--- src/rtl/irq_ctrl_pkg.sv ---
// Shared CPU-side types for the interrupt controller: controller states and
// interrupt cause codes as seen on irq_cause.
package lib_cpu;

    typedef enum logic [1:0] {
        DISABLED = 2'd0,
        ENABLED  = 2'd1,
        SERVICE  = 2'd2
    } irq_state_t;

    typedef enum logic [1:0] {
        NONE  = 2'd0,
        TIMER = 2'd1,
        KEY   = 2'd2
    } irq_cause_t;

endpackage

--- src/rtl/irq_ctrl_timer.sv ---
// Periodic timer: counts 0..cmp_q-1 and pulses timer_event on the last count.
// A zero compare value parks the counter at 0.
module irq_timer #(
    parameter int unsigned TW = 32
) (
    input  logic          clk,
    input  logic          reset,
    input  logic [TW-1:0] tcmp,
    input  logic          tcmp_we,
    output logic [TW-1:0] timer_count,
    output logic          timer_event
);

    logic [TW-1:0] cmp_q;

    // A compare load restarts the period, so it suppresses the match in that cycle.
    assign timer_event = !tcmp_we && (cmp_q != '0) && (timer_count == cmp_q - TW'(1));

    always_ff @(posedge clk) begin
        if (reset) begin
            cmp_q       <= '0;
            timer_count <= '0;
        end else if (tcmp_we) begin
            cmp_q       <= tcmp;
            timer_count <= '0;
        end else if ((cmp_q == '0) || timer_event) begin
            timer_count <= '0;
        end else begin
            timer_count <= timer_count + TW'(1);
        end
    end

endmodule

--- src/rtl/irq_ctrl.sv ---
// Interrupt controller: sticky timer/keyboard pending bits feeding a
// DISABLED/ENABLED/SERVICE state machine with registered irq outputs.
module irq_ctrl
    import lib_cpu::*;
#(
    parameter int unsigned TW = 32
) (
    input  logic          clk,
    input  logic          reset,
    input  logic [TW-1:0] tcmp,
    input  logic          tcmp_we,
    input  logic          key_valid,
    input  logic          ien,
    input  logic          idis,
    input  logic          iack,
    output logic          irq,
    output logic [1:0]    irq_cause,
    output logic          int_enabled,
    output logic [TW-1:0] timer_count
);

    irq_state_t state_q, state_d;
    irq_cause_t cap_q, cap_d;
    logic       pend_t_q, pend_k_q;
    logic       clr_t, clr_k;
    logic       timer_event;

    irq_timer #(.TW(TW)) u_timer (
        .clk         (clk),
        .reset       (reset),
        .tcmp        (tcmp),
        .tcmp_we     (tcmp_we),
        .timer_count (timer_count),
        .timer_event (timer_event)
    );

    always_comb begin
        state_d = state_q;
        cap_d   = cap_q;
        clr_t   = 1'b0;
        clr_k   = 1'b0;
        unique case (state_q)
            DISABLED: begin
                if (ien) state_d = ENABLED;
            end
            ENABLED: begin
                if (idis) begin
                    state_d = DISABLED;
                end else if (pend_t_q) begin
                    state_d = SERVICE;
                    cap_d   = TIMER;
                end else if (pend_k_q) begin
                    state_d = SERVICE;
                    cap_d   = KEY;
                end
            end
            SERVICE: begin
                // iack always clears its bit; idis then overrides the destination.
                if (iack) begin
                    clr_t   = (cap_q == TIMER);
                    clr_k   = (cap_q == KEY);
                    state_d = ENABLED;
                end
                if (idis) state_d = DISABLED;
            end
            default: state_d = DISABLED;
        endcase
    end

    always_ff @(posedge clk) begin
        if (reset) begin
            state_q     <= DISABLED;
            cap_q       <= NONE;
            pend_t_q    <= 1'b0;
            pend_k_q    <= 1'b0;
            irq         <= 1'b0;
            irq_cause   <= NONE;
            int_enabled <= 1'b0;
        end else begin
            state_q     <= state_d;
            cap_q       <= cap_d;
            // A new event wins over a same-cycle acknowledge.
            pend_t_q    <= timer_event | (pend_t_q & ~clr_t);
            pend_k_q    <= key_valid   | (pend_k_q & ~clr_k);
            irq         <= (state_d == SERVICE);
            irq_cause   <= (state_d == SERVICE) ? cap_d : NONE;
            int_enabled <= (state_d != DISABLED);
        end
    end

endmodule

--- config.mk ---
export PLATFORM = sky130hd
export DESIGN_NAME = irq_ctrl
export DESIGN_NICKNAME = d
export VERILOG_FILES = /design/src/rtl/irq_ctrl_pkg.sv /design/src/rtl/irq_ctrl_timer.sv /design/src/rtl/irq_ctrl.sv
export SDC_FILE = /design/constraint.sdc
export NUM_CORES = 1
export LEC_CHECK = 0
export BUFFER_PORTS_ARGS = -buffer_cell sky130_fd_sc_hd__buf_4
export CAP_MARGIN = 20
export CORE_AREA = 2 2 100 102
export DETAILED_ROUTE_END_ITERATION = 16
export DIE_AREA = 0 0 102 104
export PLACE_DENSITY = 0.64
export SLEW_MARGIN = 20
export SYNTH_ARGS = -nofsm -noshare
export SYNTH_HDL_FRONTEND = slang
export SYNTH_SLANG_ARGS = --single-unit
--- constraint.sdc ---
create_clock -name clk -period 8.45 [get_ports clk]
set_input_delay 1.2675 -clock clk [delete_from_list [all_inputs] [get_ports clk]]
set_output_delay 1.2675 -clock clk [all_outputs]
set_load 0.05 [all_outputs]
==> metrics.md <==
| Metric | Value |
|---|---|
| Worst hold slack | 0.549 ns |
| Post-synthesis cell area | 0.00416 mm2 |
| Final Critical Period | 3.88 ns |
| CTS resizes | 0 |
| Multi-input gate area | 0.00250 mm2 |
| Util after Layout | 0.527 |
| Total core area | 0.00955 mm2 |
| Startpoint Class | flip-flop |
| GRT overflow | 0 |
| CP arrival | 4.10 ns |
| Initial Utilization | 0.436 |
| Vias per inst | 5.21 |
| Reg2reg start | u_timer.cmp_q[0]$_SDFFE_PP0P_ |
| CTS sink cnt | 74 |
| Place WS | 4.59 ns |
| Outcome | complete, no violations |
| CTS tree | built |
| Final setup margin | 4.57 ns |
| Crit Path Class | reg2reg |
| Mean Syn Cell Area | 8.49 um2 |
| DRC viols | 0 |
| Area Growth Syn to Fin | 20.9% |
| Die Wd | 102 um |
| Part of the cycle the worst path needs | 0.459 |
| Syn Nets | 531 |
| Final Max Tran Viols | 0 |
| Fmax | 258 MHz |
| Class of the worst hold path | reg2reg |
| Relative slew slack | 0.517 |
| PD cells | 172 mW/mm2 |
| Worst-path clk slew | 0.08 ns |
| I/O pin cnt | 75 |
| Top cell family by delay on the critical path | simple AND/OR/NAND/NOR gates |
| Setup bufs post-CTS | 0 |
| DR WL/cell | 14.8 um |
| Worst setup EP type | flip-flop |
| Clock Skew | 0.00756 ns |
| Worst Setup SP | u_timer.cmp_q[0]$_SDFFE_PP0P_ |
| Area share of the largest cell type after synthesis | 0.356 |
| Slowest cell on the critical path | and4_1 |
| DRT Pass-1 Iters | 4 |
| Vias | 3597 |
| Detailed placer's ending HPWL | 7420 um |
| Final Wtd Congestion | 0.849 |
| Top post-synthesis cells by area | dfxtp_1, xnor2_1, mux2i_1 |
| GRT Util Overall | 0.199 |
| Critical path capture point | u_timer.timer_count[30]$_SDFF_PP0_ |
| Levels on crit path | 10 |
| Hold_buf cts | 0 |
| Root Driver | clkbuf_8 |
| Crit-path max cell delay | 0.68 ns |
| Fin Setup TNS | 0 ns |
| Yosys warnings | 0 |
| Fill cell count | 941 |
| Async SR Flop Fraction | 0 |
| Antenna viol nets, final | 0 |
| Placement Rows | 36 |
| Share of cells above drive strength 1 | 0.208 |
| Fin. Hold Viols | 0 |
| Maximum buffer depth of the clock tree | 2 |
| Port-buffer cells | 74 |
| Initial antenna violation count | 0 |
| Max VDD drop | 67.9 uV |
| ANT cells | 0 |
| Crit-path max FO | 19 |
| Reg area | 0.00148 mm2 |
| Final net count | 594 |
| First-pass GRT wire length | 16700 um |
| Seq/Total Area, Yosys | 0.356 |
| Final setup fails | 0 |
| WP buf/inv | 2 |
| Met2 GRT Util | 0.325 |
| Routed WL | 10200 um |
| Hold path start | pend_k_q$_SDFF_PP0_ |
| Reg-to-Reg End | u_timer.timer_count[30]$_SDFF_PP0_ |
| Reg power frac | 0.432 |
| Worst Reg2Reg Path Length in Cells | 10 |
| Crit-path cells | inv_1, ha_1, or3b_2, or4_4, nor4_1, o211ai_1, nor4_1, and4_1, buf_4, a21oi_1 |
| Vias in the first global route | 3392 |
| Worst EP required | 8.67 ns |
| Sw Share | 0.259 |
| Crit path top cell by count | nor4_1 |
| Area leader, netlist | dfxtp_1 |
| Power Internal | 642 uW |
| Max-Cap Viols | 0 |
| Drt initial violations | 170 |
| Power, Total | 867 uW |
| Die Height | 104 um |
| R2R Setup Slk | 4.57 ns |
| Clock share of power | 0.433 |
| Top Usage Layer GRT | met2 |
| Mapped Cells | 490 |
| Die area | 0.0106 mm2 |
| RSZ-0062 raised after global routing | no |
| Yosys reg bits | 74 |
| Predominant post-synthesis flop cell | dfxtp_1 |
| Psw | 225 uW |
| Pleak | 2.04 nW |
| Worst skew pair latency | 0.36 ns |
| H-tree depth | 3 |
| Largest net degree at the start of global routing | 41 |
| Met1 usage | 0.255 |
| Post-synth EDFFs | 0 |
| TritonCTS buffer count | 9 |
| Count of different cell masters after synthesis | 49 |
| Met3 usage | 0.0444 |
| Comb pwr share | 0.134 |
| Worst-margin pin slew | 0.720 ns |
[Yosys cell counts, types with 15 or more instances]
cell type,count
dfxtp_1,74
xnor2_1,58
nor2_1,57
nand2_1,51
mux2i_1,32
a21oi_1,29
nand3_1,19
xor2_1,18
nor3_1,16
clkbuf_1,15
nor4_1,15
[worst min path at each step]
| stage | slack (ns) | cells past startpoint | endpoint |
|---|---|---|---|
| after floorplan | 0.49 | 2 | cap_q[0]$_SDFF_PP0_ |
| after global placement | 0.53 | 2 | pend_k_q$_SDFF_PP0_ |
| after detailed placement | 0.53 | 2 | pend_k_q$_SDFF_PP0_ |
| after CTS | 0.55 | 2 | pend_k_q$_SDFF_PP0_ |
| after global routing | 0.59 | 2 | pend_k_q$_SDFF_PP0_ |
| final | 0.55 | 2 | pend_k_q$_SDFF_PP0_ |
[per-layer routing]
metal  wire, um  vias to the layer above
met5          0                        -
met4        127                        0
met3        401                       11
met2       4860                       63
met1       4810                     1693
li1           -                     1830
[flip-flops by register name, indices dropped and copies added (netlist names)]
signal / flops
cap_q: 2
int_enabled: 1
irq: 1
irq_cause: 2
pend_k_q: 1
pend_t_q: 1
state_q: 2
u_timer.cmp_q: 32
u_timer.timer_count: 32
[cell type report]
type,instances,area share
Clock inverter,7,0.0296
Inverter,6,0.00448
Multi-Input combinational cell,384,0.497
Sequential cell,74,0.295
Tap cell,133,0.0331
Timing Repair Buffer,78,0.116
Clock buffer,9,0.0246
[metrics by stage]
stage / area (um2) / cells
6_report: 5030 / 691
4_1_cts: 5030 / 691
3_3_place_gp: 4760 / 675
5_1_grt: 5030 / 691
3_5_place_dp: 4760 / 675
2_1_floorplan: 4160 / 490
[kinds of logic (layout without fill, tap and decap cells)]
kind of cell / count (synthesis) / count (layout) / synth area share
AO/OA/AOI/OAI: 66 / 66 / 0.105
flip-flops: 74 / 74 / 0.356
XOR/XNOR: 76 / 76 / 0.160
adder cells (fa/ha/maj): 2 / 2 / 0.00602
multiplexers: 32 / 32 / 0.0770
AND/OR/NAND/NOR: 208 / 208 / 0.251
buffers and inverters: 32 / 100 / 0.0442
[power by group through the flow]
| stage | Sequential (mW) | Combinational [mW] | Clock [mW] |
|---|---|---|---|
| 3_3_place_gp | 0.382 | 0.114 | 0 |
| 2_1_floorplan | 0.381 | 0.0845 | 0 |
| 4_1_cts | 0.375 | 0.117 | 0.381 |
| 6_report | 0.375 | 0.116 | 0.376 |
| 3_5_place_dp | 0.383 | 0.116 | 0 |
| 5_1_grt | 0.377 | 0.128 | 0.403 |
[placed cells by master (no fill, tap or decap), drive strengths merged, types with 2 or more instances in the layout]
cell	Yosys	routed
o311a	2	2
dfxtp	74	74
and4	3	3
nand4	5	5
nor3b	2	2
a2111oi	2	2
or2	3	3
o31a	2	2
or4	6	6
bufinv	0	4
or3b	2	2
a21o	2	2
inv	6	8
nor3	18	18
nor2	57	57
xor2	18	18
buf	11	78
nand3	19	19
and3	4	4
nand3b	2	2
xnor2	58	58
nor4	16	16
o21ai	5	5
o211ai	3	3
or3	11	11
a211o	2	2
clkbuf	15	9
a21oi	40	40
nand2	51	51
ha	2	2
nand2b	7	7
mux2i	32	32
[worst min-delay path, stage by stage (launching register included)]
cell	delay [ns]
dfxtp_1	0.34
a21oi_1	0.13
nor2_1	0.04
No activity file was read; power rests on OpenSTA's default activity.
